==> src/rtl/arbiter_pkg.sv <==
// Shared types and helpers for the four-requester round-robin arbiter.
// The selected index feeds a downstream 2-to-4 decoder.
package arbiter_pkg;

   localparam int unsigned N_REQ = 4;
   localparam int unsigned IDX_W = 2;

   typedef enum logic [0:0] {
      IDLE  = 1'b0,
      GRANT = 1'b1
   } state_t;

   // Next priority position after idx, wrapping 3 -> 0.
   function automatic logic [IDX_W-1:0] next_ptr(input logic [IDX_W-1:0] idx);
      return idx + IDX_W'(1);
   endfunction

endpackage

==> src/rtl/arbiter_rr_4_pick.sv <==
// Combinational round-robin selector.
// Returns the first set request at or after ptr, modulo 4.
module rr_pick
   import arbiter_pkg::*;
(
   input  logic [N_REQ-1:0] req,
   input  logic [IDX_W-1:0] ptr,
   output logic [IDX_W-1:0] idx,
   output logic             any
);

   logic [IDX_W-1:0] cand_s;

   // Scan from the farthest offset down so that the nearest requester wins.
   always_comb begin
      any    = |req;
      idx    = ptr;
      cand_s = ptr;
      for (int i = N_REQ - 1; i >= 0; i--) begin
         cand_s = ptr + IDX_W'(i);
         if (req[cand_s]) begin
            idx = cand_s;
         end else begin
            idx = idx;
         end
      end
   end

endmodule

==> src/rtl/arbiter_rr_4.sv <==
// Round-robin arbiter for four requesters with grant hold limit and timeout pulse.
// All outputs are registered; grant_idx drives a 2-to-4 decoder directly.
module arbiter_rr_4
   import arbiter_pkg::*;
#(
   parameter int unsigned MAX_HOLD = 15
)
(
   input  logic             clk,
   input  logic             rst_n,
   input  logic [N_REQ-1:0] req,
   input  logic             release_i,
   output logic [IDX_W-1:0] grant_idx,
   output logic             grant_valid,
   output logic             timeout
);

   localparam int unsigned      HOLD_W    = $clog2(MAX_HOLD + 1);
   localparam logic [HOLD_W-1:0] HOLD_LAST = HOLD_W'(MAX_HOLD - 1);

   state_t            state_r, state_s;
   logic [IDX_W-1:0]  ptr_r, ptr_s;
   logic [HOLD_W-1:0] hold_cnt_r, hold_cnt_s;
   logic [IDX_W-1:0]  grant_idx_r, grant_idx_s;
   logic              grant_valid_r, grant_valid_s;
   logic              timeout_r, timeout_s;

   logic [IDX_W-1:0]  pick_idx_s;
   logic              pick_any_s;
   logic              owner_req_s;
   logic              hold_limit_s;
   logic              exit_s;

   rr_pick u_pick (
      .req (req),
      .ptr (ptr_r),
      .idx (pick_idx_s),
      .any (pick_any_s)
   );

   // Exit causes for the current grant.
   always_comb begin
      owner_req_s  = req[grant_idx_r];
      hold_limit_s = (hold_cnt_r == HOLD_LAST);
      exit_s       = release_i | ~owner_req_s | hold_limit_s;
   end

   // State register.
   always_ff @(posedge clk or negedge rst_n) begin
      if (!rst_n) begin
         state_r <= IDLE;
      end else begin
         state_r <= state_s;
      end
   end

   // Next-state logic.
   always_comb begin
      state_s = state_r;
      case (state_r)
         IDLE: begin
            if (pick_any_s) begin
               state_s = GRANT;
            end else begin
               state_s = IDLE;
            end
         end
         GRANT: begin
            if (exit_s) begin
               state_s = IDLE;
            end else begin
               state_s = GRANT;
            end
         end
         default: state_s = IDLE;
      endcase
   end

   // Next values of pointer, hold counter and output registers.
   always_comb begin
      ptr_s         = ptr_r;
      hold_cnt_s    = hold_cnt_r;
      grant_idx_s   = grant_idx_r;
      grant_valid_s = 1'b0;
      timeout_s     = 1'b0;
      case (state_r)
         IDLE: begin
            if (pick_any_s) begin
               grant_idx_s   = pick_idx_s;
               hold_cnt_s    = {HOLD_W{1'b0}};
               grant_valid_s = 1'b1;
            end else begin
               grant_valid_s = 1'b0;
            end
         end
         GRANT: begin
            hold_cnt_s = hold_cnt_r + HOLD_W'(1);
            if (exit_s) begin
               ptr_s         = next_ptr(grant_idx_r);
               grant_valid_s = 1'b0;
               // Only a pure hold-limit expiry is reported as a timeout.
               timeout_s     = hold_limit_s & ~release_i & owner_req_s;
            end else begin
               grant_valid_s = 1'b1;
            end
         end
         default: begin
            ptr_s         = {IDX_W{1'b0}};
            hold_cnt_s    = {HOLD_W{1'b0}};
            grant_idx_s   = {IDX_W{1'b0}};
            grant_valid_s = 1'b0;
            timeout_s     = 1'b0;
         end
      endcase
   end

   // Datapath and output registers.
   always_ff @(posedge clk or negedge rst_n) begin
      if (!rst_n) begin
         ptr_r         <= {IDX_W{1'b0}};
         hold_cnt_r    <= {HOLD_W{1'b0}};
         grant_idx_r   <= {IDX_W{1'b0}};
         grant_valid_r <= 1'b0;
         timeout_r     <= 1'b0;
      end else begin
         ptr_r         <= ptr_s;
         hold_cnt_r    <= hold_cnt_s;
         grant_idx_r   <= grant_idx_s;
         grant_valid_r <= grant_valid_s;
         timeout_r     <= timeout_s;
      end
   end

   assign grant_idx   = grant_idx_r;
   assign grant_valid = grant_valid_r;
   assign timeout     = timeout_r;

endmodule

==> config.mk <==
export PLATFORM = sky130hd
export DESIGN_NAME = arbiter_rr_4
export DESIGN_NICKNAME = d
export VERILOG_FILES = /design/src/rtl/arbiter_pkg.sv /design/src/rtl/arbiter_rr_4_pick.sv /design/src/rtl/arbiter_rr_4.sv
export SDC_FILE = /design/constraint.sdc
export NUM_CORES = 1
export LEC_CHECK = 0
export CORE_MARGIN = 1.5
export CORE_UTILIZATION = 43
export CTS_CLUSTER_SIZE = 24
export DETAILED_ROUTE_END_ITERATION = 6
export PLACE_DENSITY_LB_ADDON = 0.2
export REMOVE_ABC_BUFFERS = 1
export SYNTH_ARGS = -nofsm -noshare
export SYNTH_HDL_FRONTEND = slang
export SYNTH_SLANG_ARGS = --single-unit
==> constraint.sdc <==
create_clock -name clk -period 1.4 [get_ports clk]
set_input_delay 0.28 -clock clk [delete_from_list [all_inputs] [get_ports clk]]
set_output_delay 0.28 -clock clk [all_outputs]
set_load 0.03 [all_outputs]
==> reports/qor.csv, run 1 <==
metric,value,unit
required,1560,ps
syn_to_final_growth,48.5,%
report.final.setup_viol,2,
hold_viol_final,0,
dr.max_layer_used,met4,
post-route-drc-count,0,
cts-root-buf,clkbuf_4,
nNetsFinal,98,
power_frac_comb,53.1,%
maxCapViolCount,0,
arrival,1610,ps
synth_top_area_share,43.9,%
dr_wl_met2,647,um
rsz0062_at_grt,yes,
crit_start,grant_idx[0],
die_y,39.4,um
power_frac_seq,34.4,%
io_buffers,10,
min_period_over_period,104,%
vias,520,
synth-edff-count,0,
violations,negative setup slack,
clockPowerShare,12.6,%
drtPass1Iterations,4,
synth-async-reset-ratio,100,%
cts_max_level,1,
antenna_left,0,
ctsHoldBuffers,0,
leakagePower,0.457,nW
crit_chain,mux2_4 > a22oi_4 > o21ai_2 > mux2_4,
ys_seq_elements,10,
syn_area,571,um2
routed-wl-met3,77,um
yosysTopAreaCell,dfrtp_1,
max_slew_margin,71.2,%
crit_path_frequent_cell,mux2_4,
grt_antenna_before_repair,0,
antennaDiodeCount,0,
hpwl,991,um
clk_path_buf_depth,2,
cp_max_fo,4,
slowest_stage,dfrtp_1,
path_class,register to register,
critPathBufInv,0,
grt_pass1_wl,2010,um
synth_compound_area_share,20.6,%
timing.fmax,689,MHz
synthAdderAreaFrac,4.39,%
clkTransAtPathRegs,60,ps
grt_usage,20.1,%
maxSlewViolCount,0,
grt_pass1_vias,482,
yosysWarningCount,0,
r2r_end,ptr_r[1],
clock_latency,270,ps
ys_seq_area_share,43.9,%
cts_made_buffers,3,
synthSimpleGateAreaFrac,15.1,%
synth-xor-area-share,3.07,%
synth_mux_area_share,8.99,%
p_sw,0.604,mW
gp_congestion,0.714,
ff2ff_setup_slack,-50,ps
drt-total-wl,1350,um
grt_max_degree,11,
crit_path_end_kind,register,
postLayoutSetupSlackWorst,-51.5,ps
cp_top_family,multiplexers,
r2r_start,grant_idx[0],
wl_per_cell,13.3,um
ys_types,24,
critPathMaxStageDelay,430,ps
fin_area,847,um2
hp-class,input port to async pin,
syn_avg_cell_area,9.51,um2
drtIter0Drc,6,
synth_top_family_by_area,compound AO/OA/AOI/OAI gates,
power_density,1820,nW/um2
holdWs,315,ps
internal_power,0.933,mW
start_util,48.7,%
min_period,1450,ps
io_pins,11,
drt-met1-wl,609,um
die_w,39.4,um
sw_frac_of_total,39.3,%
grt_overflow,0,
skew,6.86,ps
drive_above_1_share,29.9,%
vias_per_cell,5.15,
synth.area.top_cells,"dfrtp_1 (44%), o21ai_0 (6.1%), mux2_4 (5.3%), nor2_1 (4.6%), ha_1 (4.4%)",
core,1170,um2
tightest_slew,431,ps
peakVddDrop,1.20,mV
critPathLaunchType,register,
clock_sink_count,10,
timing.setup.tns,-73.4,ps
placed_area,788,um2
cts_tree,built,
ff2ff_path_depth,4,
cp.depth,4,
syn_inst,60,
die_area,1550,um2
ys.flop_type,dfrtp_1,
critPathCapture,ptr_r[1],
std_cell_rows,12,
status,"finished, violations left",
[cell type report]
type	count	area (um2)
Sequential cell	10	250
Tap cell	14	17.5
Fill cell	100	324
Timing Repair Buffer	24	215
Inverter	6	22.5
Clock buffer	3	22.5
Multi-Input combinational cell	44	319
[registers in the layout, summed over array words and instances, names as in the netlist]
name and cells:
hold_cnt_r 4, grant_idx 2, ptr_r 2, grant_valid 1
timeout 1
[worst min-delay path by stage]
stage                  startpoint            end  slack [ps]  depth (start not counted)
finish                      rst_n  hold_cnt_r[3]         310                          1
global route                rst_n  hold_cnt_r[3]         340                          1
CTS                         rst_n  hold_cnt_r[3]         330                          1
detailed placement  hold_cnt_r[2]  hold_cnt_r[2]         510                          1
global placement    hold_cnt_r[2]  hold_cnt_r[2]         500                          1
floorplan                   rst_n   grant_idx[0]         -20                          0
[cells in the final DEF, fill, tap and decap left out, types with 2 or more instances in the layout]
cell / n
ha_1: 2
inv_1: 6
nor2b_1: 2
a21oi_1: 3
nand2_1: 5
mux2_4: 3
dlymetal6s2s_1: 4
dlygate4sd2_1: 2
xor2_1: 2
dfrtp_1: 10
buf_4: 14
clkdlybuf4s50_1: 2
nor2_1: 7
o21ai_0: 6
clkbuf_4: 3
buf_6: 2
[synth_stat cells, types with 2 or more instances]
cell type and count:
xor2_1 2, dfrtp_1 10, nor2_1 7, mux2_4 2, o21ai_0 7, ha_1 2
nor2b_1 2, inv_1 6, nand2_1 5, a21oi_1 3
[power by group through the flow]
stage	combinational, mW	clock (mW)	sequential, mW
2_1_floorplan	0.361	0	0.605
3_3_place_gp	0.785	0	0.523
3_5_place_dp	0.799	0	0.528
4_1_cts	0.827	0.200	0.523
5_1_grt	0.892	0.223	0.542
6_report	0.816	0.194	0.528
[through the flow]
stage               utilization, %  std cells  setup slack, ps  total power, mW
floorplan                        -         60             -281            0.966
global placement              67.3         98             -315             1.31
detailed placement            67.3         98             -369             1.33
global route                  72.3        101            -82.3             1.66
CTS                           70.3        102            -53.0             1.55
finish                        72.3        101            -51.5             1.54
[layer usage]
metal	vias up	GRT usage, %
met5	-	0
met4	0	7.76
met3	2	6.82
met2	18	29.9
met1	237	26.4
li1	263	-
[timing repair]
item,CTS,global route
setup endpoints to repair,5,10
pin swaps,2,1
gates resized for setup,4,9
setup buffers,1,0
[cell families (layout without fill, tap and decap cells)]
logic type,Yosys count,after routing
simple gates,19,19
compound gates,17,17
flops,10,10
buf+inv,6,33
mux,4,4
fa+ha+maj,2,2
xor+xnor,2,2
Note: power is estimated with default switching activity, not from simulation.
==> run 2: changes to the inputs <==
==> constraint.sdc (replaced) <==
create_clock -name clk -period 1.4 [get_ports clk]
set_input_delay 0.28 -clock clk [delete_from_list [all_inputs] [get_ports clk]]
set_output_delay 0.28 -clock clk [all_outputs]
set_load 0.01 [all_outputs]
==> run 2 against run 1 <==
The flow still finishes with violations (negative setup slack). Fmax decreased by 3.9%. Sequential share of layout area decreased by 0.35 points. Power increased by 3.6%. Utilization increased by 0.85 points. Global-route usage increased by 0.74 points. Cell area increased by 1.2%. Sequential power decreased by 5.7%. Critical path depth increased by 1.
==> reports/qor.csv, run 2 (synthesis gave the netlist of run 1 again) <==
metric,value,unit
post-route-drc-count,0,
path_class,register to register,
hold_viol_final,0,
clockPowerShare,16.7,%
drt-total-wl,1460,um
min_period,1510,ps
required,1560,ps
ctsHoldBuffers,0,
nNetsFinal,100,
multi_input_area,313,um2
start_util,48.7,%
wl_per_cell,14.0,um
p_total,1.59,mW
clk_path_buf_depth,2,
rsz0062_at_grt,yes,
grt_overflow,0,
fill_cells,83,
final_cell_mix,"buf_4 (15), dfrtp_1 (10), nor2_1 (7)",
clkTransAtPathRegs,60,ps
sw_frac_of_total,36.6,%
drtPass1Iterations,6,
clock_latency,270,ps
die_y,39.4,um
regMostFlops,hold_cnt_r,
gp_congestion,0.713,
die_area,1550,um2
power_frac_comb,52.1,%
power_density,1860,nW/um2
drive_above_1_share,32.2,%
max_slew_margin,70.7,%
core,1170,um2
postLayoutSetupSlackWorst,-110,ps
cts_max_level,1,
grt_antenna_before_repair,0,
report.final.setup_viol,3,
tightest_slew,438,ps
power_frac_seq,31.2,%
internal_power,1.01,mW
syn_to_final_growth,50.2,%
cts-root-buf,clkbuf_4,
cts_made_buffers,3,
grt_usage,20.9,%
hpwl,934,um
regArea,250,um2
skew,0.305,ps
grt_pass1_vias,483,
peakVddDrop,1.19,mV
leakagePower,0.442,nW
arrival,1670,ps
hp-class,input port to async pin,
crit_path_end_kind,register,
io_buffers,10,
antenna_left,0,
drtIter0Drc,13,
maxSlewViolCount,0,
vias_per_cell,5.21,
status,"finished, violations left",
largest_reg_flops,4,
violations,negative setup slack,
dp_slack,-337,ps
die_w,39.4,um
maxCapViolCount,0,
p_sw,0.583,mW
std_cell_rows,12,
antennaDiodeCount,0,
vias,542,
ff2ff_setup_slack,-110,ps
io_pins,11,
timing.fmax,662,MHz
clock_sink_count,10,
grt_pass1_wl,2020,um
critPathLaunchType,register,
final_common_cell,buf_4,
cp_max_fo,3,
grt_max_degree,11,
min_period_over_period,108,%
cts_tree,built,
[run 2: cell types whose count changed in the layout (fill, tap and decap cells not counted)]
cell,delta
buf_4,+1
clkbuf_2,+1
nor4_2,+1
a221oi_1,-1
nor4_4,-1
mux2_2,+1
a221oi_2,+1
clkbuf_8,+1
mux2_4,-1
buf_6,-1
clkdlybuf4s50_1,+3
dlygate4sd2_1,+1
dlymetal6s2s_1,-3
[run 2: per-stage QoR]
step / hold WS, ps / std cells / setup TNS, ps / utilization, % / area (um2)
detailed placement: 503 / 97 / -2370 / 67.1 / 786
floorplan: -15.6 / 60 / -134 / - / 571
global placement: 497 / 97 / -2130 / 67.1 / 786
global route: 344 / 104 / -386 / 73.2 / 857
CTS: 319 / 104 / -226 / 72.1 / 845
finish: 311 / 104 / -266 / 73.2 / 857
[run 2: worst max-delay path, cell delays in order (launching register included)]
cell,delay (ps)
dfrtp_1,390
buf_6,130
mux2_4,300
a22oi_4,190
o21ai_2,90
mux2_4,290
[run 2: repair_timing]
item,4_1_cts,5_1_grt
gates resized for setup,6,6
pin swaps,2,1
setup buffers,3,0
setup endpoints to repair,7,9
cloned,0,0
endpoints found under the hold margin,0,0
[run 2: power by group through the flow]
stage	Combinational, mW	Sequential [mW]	Clock [mW]
finish	0.830	0.498	0.265
global route	0.911	0.508	0.289
CTS	0.807	0.489	0.272
detailed placement	0.750	0.505	0
global placement	0.734	0.506	0
floorplan	0.361	0.540	0
[run 2: cell type report]
class                           instances  area share, %
Sequential cell                        10           29.2
Multi-Input combinational cell         44           36.5
Inverter                                6           2.63
Timing Repair Buffer                   26           25.4
Clock buffer                            4           4.23
Tap cell                               14           2.04
[run 2: path summary, 6_finish.rpt]
path / endpoint / cells past startpoint / from
min: hold_cnt_r[2] / 1 / rst_n
min in group clk: hold_cnt_r[2] / 1 / hold_cnt_r[2]
min reg2reg: hold_cnt_r[2] / 1 / hold_cnt_r[2]
max: ptr_r[1] / 5 / grant_idx[0]
max reg2reg: ptr_r[1] / 5 / grant_idx[0]
max in group asynchronous: hold_cnt_r[0] / 1 / rst_n
[run 2: layer usage]
| layer | routed length (um) | vias up | track usage, % |
|---|---|---|---|
| li1 | - | 269 | - |
| met1 | 667 | 256 | 27.6 |
| met2 | 704 | 15 | 29.9 |
| met3 | 75 | 2 | 10.2 |
| met4 | 14 | 0 | 5.17 |
| met5 | 0 | - | 0 |
==> run 3: changes to the inputs <==
--- a/config.mk
+++ b/config.mk
@@ -5,10 +5,11 @@
 export SDC_FILE = /design/constraint.sdc
 export NUM_CORES = 1
 export LEC_CHECK = 0
-export CORE_MARGIN = 1.5
-export CORE_UTILIZATION = 43
+export CORE_AREA = 2 2 39 41
 export CTS_CLUSTER_SIZE = 24
 export DETAILED_ROUTE_END_ITERATION = 6
+export DIE_AREA = 0 0 41 43
+export DONT_BUFFER_PORTS = 1
 export PLACE_DENSITY_LB_ADDON = 0.2
 export REMOVE_ABC_BUFFERS = 1
 export SYNTH_ARGS = -nofsm -noshare
==> run 3 against run 2 <==
The flow still finishes with violations (negative setup slack). Combinational power fell by 17%. Clock-buffer cell count is the same. Fmax is 5.0% higher. Setup slack improved by 72 ps. Power shrank 7.0%. First-iteration DRC count fell by 7.7%. Die area rose by 13%.
==> reports/qor.csv, run 3 (synthesis gave the netlist of run 1 again) <==
metric,value,unit
status,"finished, violations left",
violations,negative setup slack,
drive_above_1_share,25.3,%
drtPass1Iterations,4,
start_util,41.2,%
tightest_slew,479,ps
grt_overflow,0,
syn_to_final_growth,25.4,%
io_buffers,0,
power_density,2070,nW/um2
post-route-drc-count,0,
cts_tree,built,
required,1560,ps
postLayoutSetupSlackWorst,-38.0,ps
hold_viol_final,0,
r2r_start,grant_idx[0],
fin_area,716,um2
hold_depth,2,
grt_antenna_before_repair,0,
crit_path_end_kind,register,
min_period_over_period,103,%
grt_max_degree,11,
grt_pass1_wl,2010,um
grt_usage,17.5,%
die_y,43,um
nNetsFinal,85,
leakagePower,0.359,nW
maxCapViolCount,0,
die_area,1760,um2
report.final.setup_viol,1,
hpwl,898,um
clock_latency,270,ps
antenna_left,0,
drtIter0Drc,12,
die_w,41,um
ff2ff_setup_slack,-40,ps
post-route-util,51.7,%
ff2ff_path_depth,4,
drt-total-wl,1240,um
cp_max_fo,3,
cts_made_buffers,3,
hold_end,grant_idx[0],
io_pins,11,
r2r_end,ptr_r[1],
core,1380,um2
grt_pass1_vias,482,
min_period,1440,ps
timing.fmax,695,MHz
clk_path_buf_depth,2,
regMostFlops,hold_cnt_r,
rsz0062_at_grt,yes,
p_total,1.48,mW
regArea,250,um2
peakVddDrop,0.807,mV
largest_reg_flops,4,
final_cell_mix,"dfrtp_1 (10), buf_4 (10), nor2_1 (7), o21ai_0 (7), inv_1 (6)",
path_class,register to register,
max_slew_margin,68.0,%
timing.setup.tns,-38.0,ps
holdWs,199,ps
gp_congestion,0.795,
std_cell_rows,14,
vias_per_cell,5.22,
hold_path_startpoint,req[1],
clock_sink_count,10,
placed_area,658,um2
skew,1.17,ps
cts-root-buf,clkbuf_4,
maxSlewViolCount,0,
wl_per_cell,13.6,um
arrival,1590,ps
critPathLaunchType,register,
antennaDiodeCount,0,
hp-class,input port to register,
vias,475,
cts_max_level,1,
clkTransAtPathRegs,70,ps
multi_input_area,302,um2
fill_cells,123,
==> run 3: cell types whose count changed in the layout (fill, tap and decap cells not counted), sizes merged <==
| cell | previous run | this run |
|---|---|---|
| buf | 16 | 10 |
| dlymetal6s2s | 1 | 0 |
| dlygate4sd3 | 0 | 1 |
| clkbuf | 5 | 4 |
| clkdlybuf4s50 | 5 | 0 |
| dlygate4sd2 | 3 | 0 |
==> run 3: worst max-delay path, stage by stage (launching register included) <==
cell and delay (ps):
dfrtp_1 430, mux2_4 330, a22oi_4 170, o21ai_2 90, mux2_4 310
==> run 3: layout make-up <==
| class | instances | area share [%] |
|---|---|---|
| Sequential cell | 10 | 35.0 |
| Tap cell | 16 | 2.80 |
| Timing Repair Buffer | 11 | 11.9 |
| Clock buffer | 4 | 5.07 |
| Inverter | 6 | 3.15 |
| Multi-Input combinational cell | 44 | 42.1 |
==> run 3: timing repair <==
item | CTS | global route
endpoints found under the setup margin | 2 | 4
gates resized for setup | 1 | 0
pin swaps | 2 | 0
hold buffers | 1 | 0
endpoints found under the hold margin | 10 | 0
gates cloned | 0 | 0
buffers inserted | 1 | 0
==> run 3: metrics by stage <==
step	instances	worst slack (ps)
6_report	91	-38.0
5_1_grt	91	-70.1
4_1_cts	91	-22.1
3_5_place_dp	85	-57.6
3_3_place_gp	85	-27.4
2_1_floorplan	60	-134
==> run 3: how the worst max path moves through the flow <==
stage               endpoint  cells after the start         start
CTS                 ptr_r[1]                      4  grant_idx[0]
global route        ptr_r[1]                      4  grant_idx[0]
finish              ptr_r[1]                      4  grant_idx[0]
global placement    ptr_r[1]                      4  grant_idx[0]
detailed placement  ptr_r[1]                      4  grant_idx[0]
floorplan           ptr_r[1]                      4  grant_idx[0]
==> run 3: power breakdown <==
part           total, mW  internal [mW]  leakage, nW  switching [mW]
sequential         0.527          0.400        0.126           0.127
clock              0.267          0.158       0.0210           0.109
combinational      0.687          0.384        0.212           0.304
total               1.48          0.942        0.359           0.539
==> run 3: metal layers <==
layer / wire, um / up-vias / share of wire [%] / GRT usage, %
li1: - / 237 / - / -
met1: 541 / 222 / 44 / 21.8
met2: 626 / 14 / 50 / 26.6
met3: 66 / 2 / 5.3 / 3.66
met4: 6 / 0 / 0.48 / 10.0
met5: 0 / - / 0 / 0
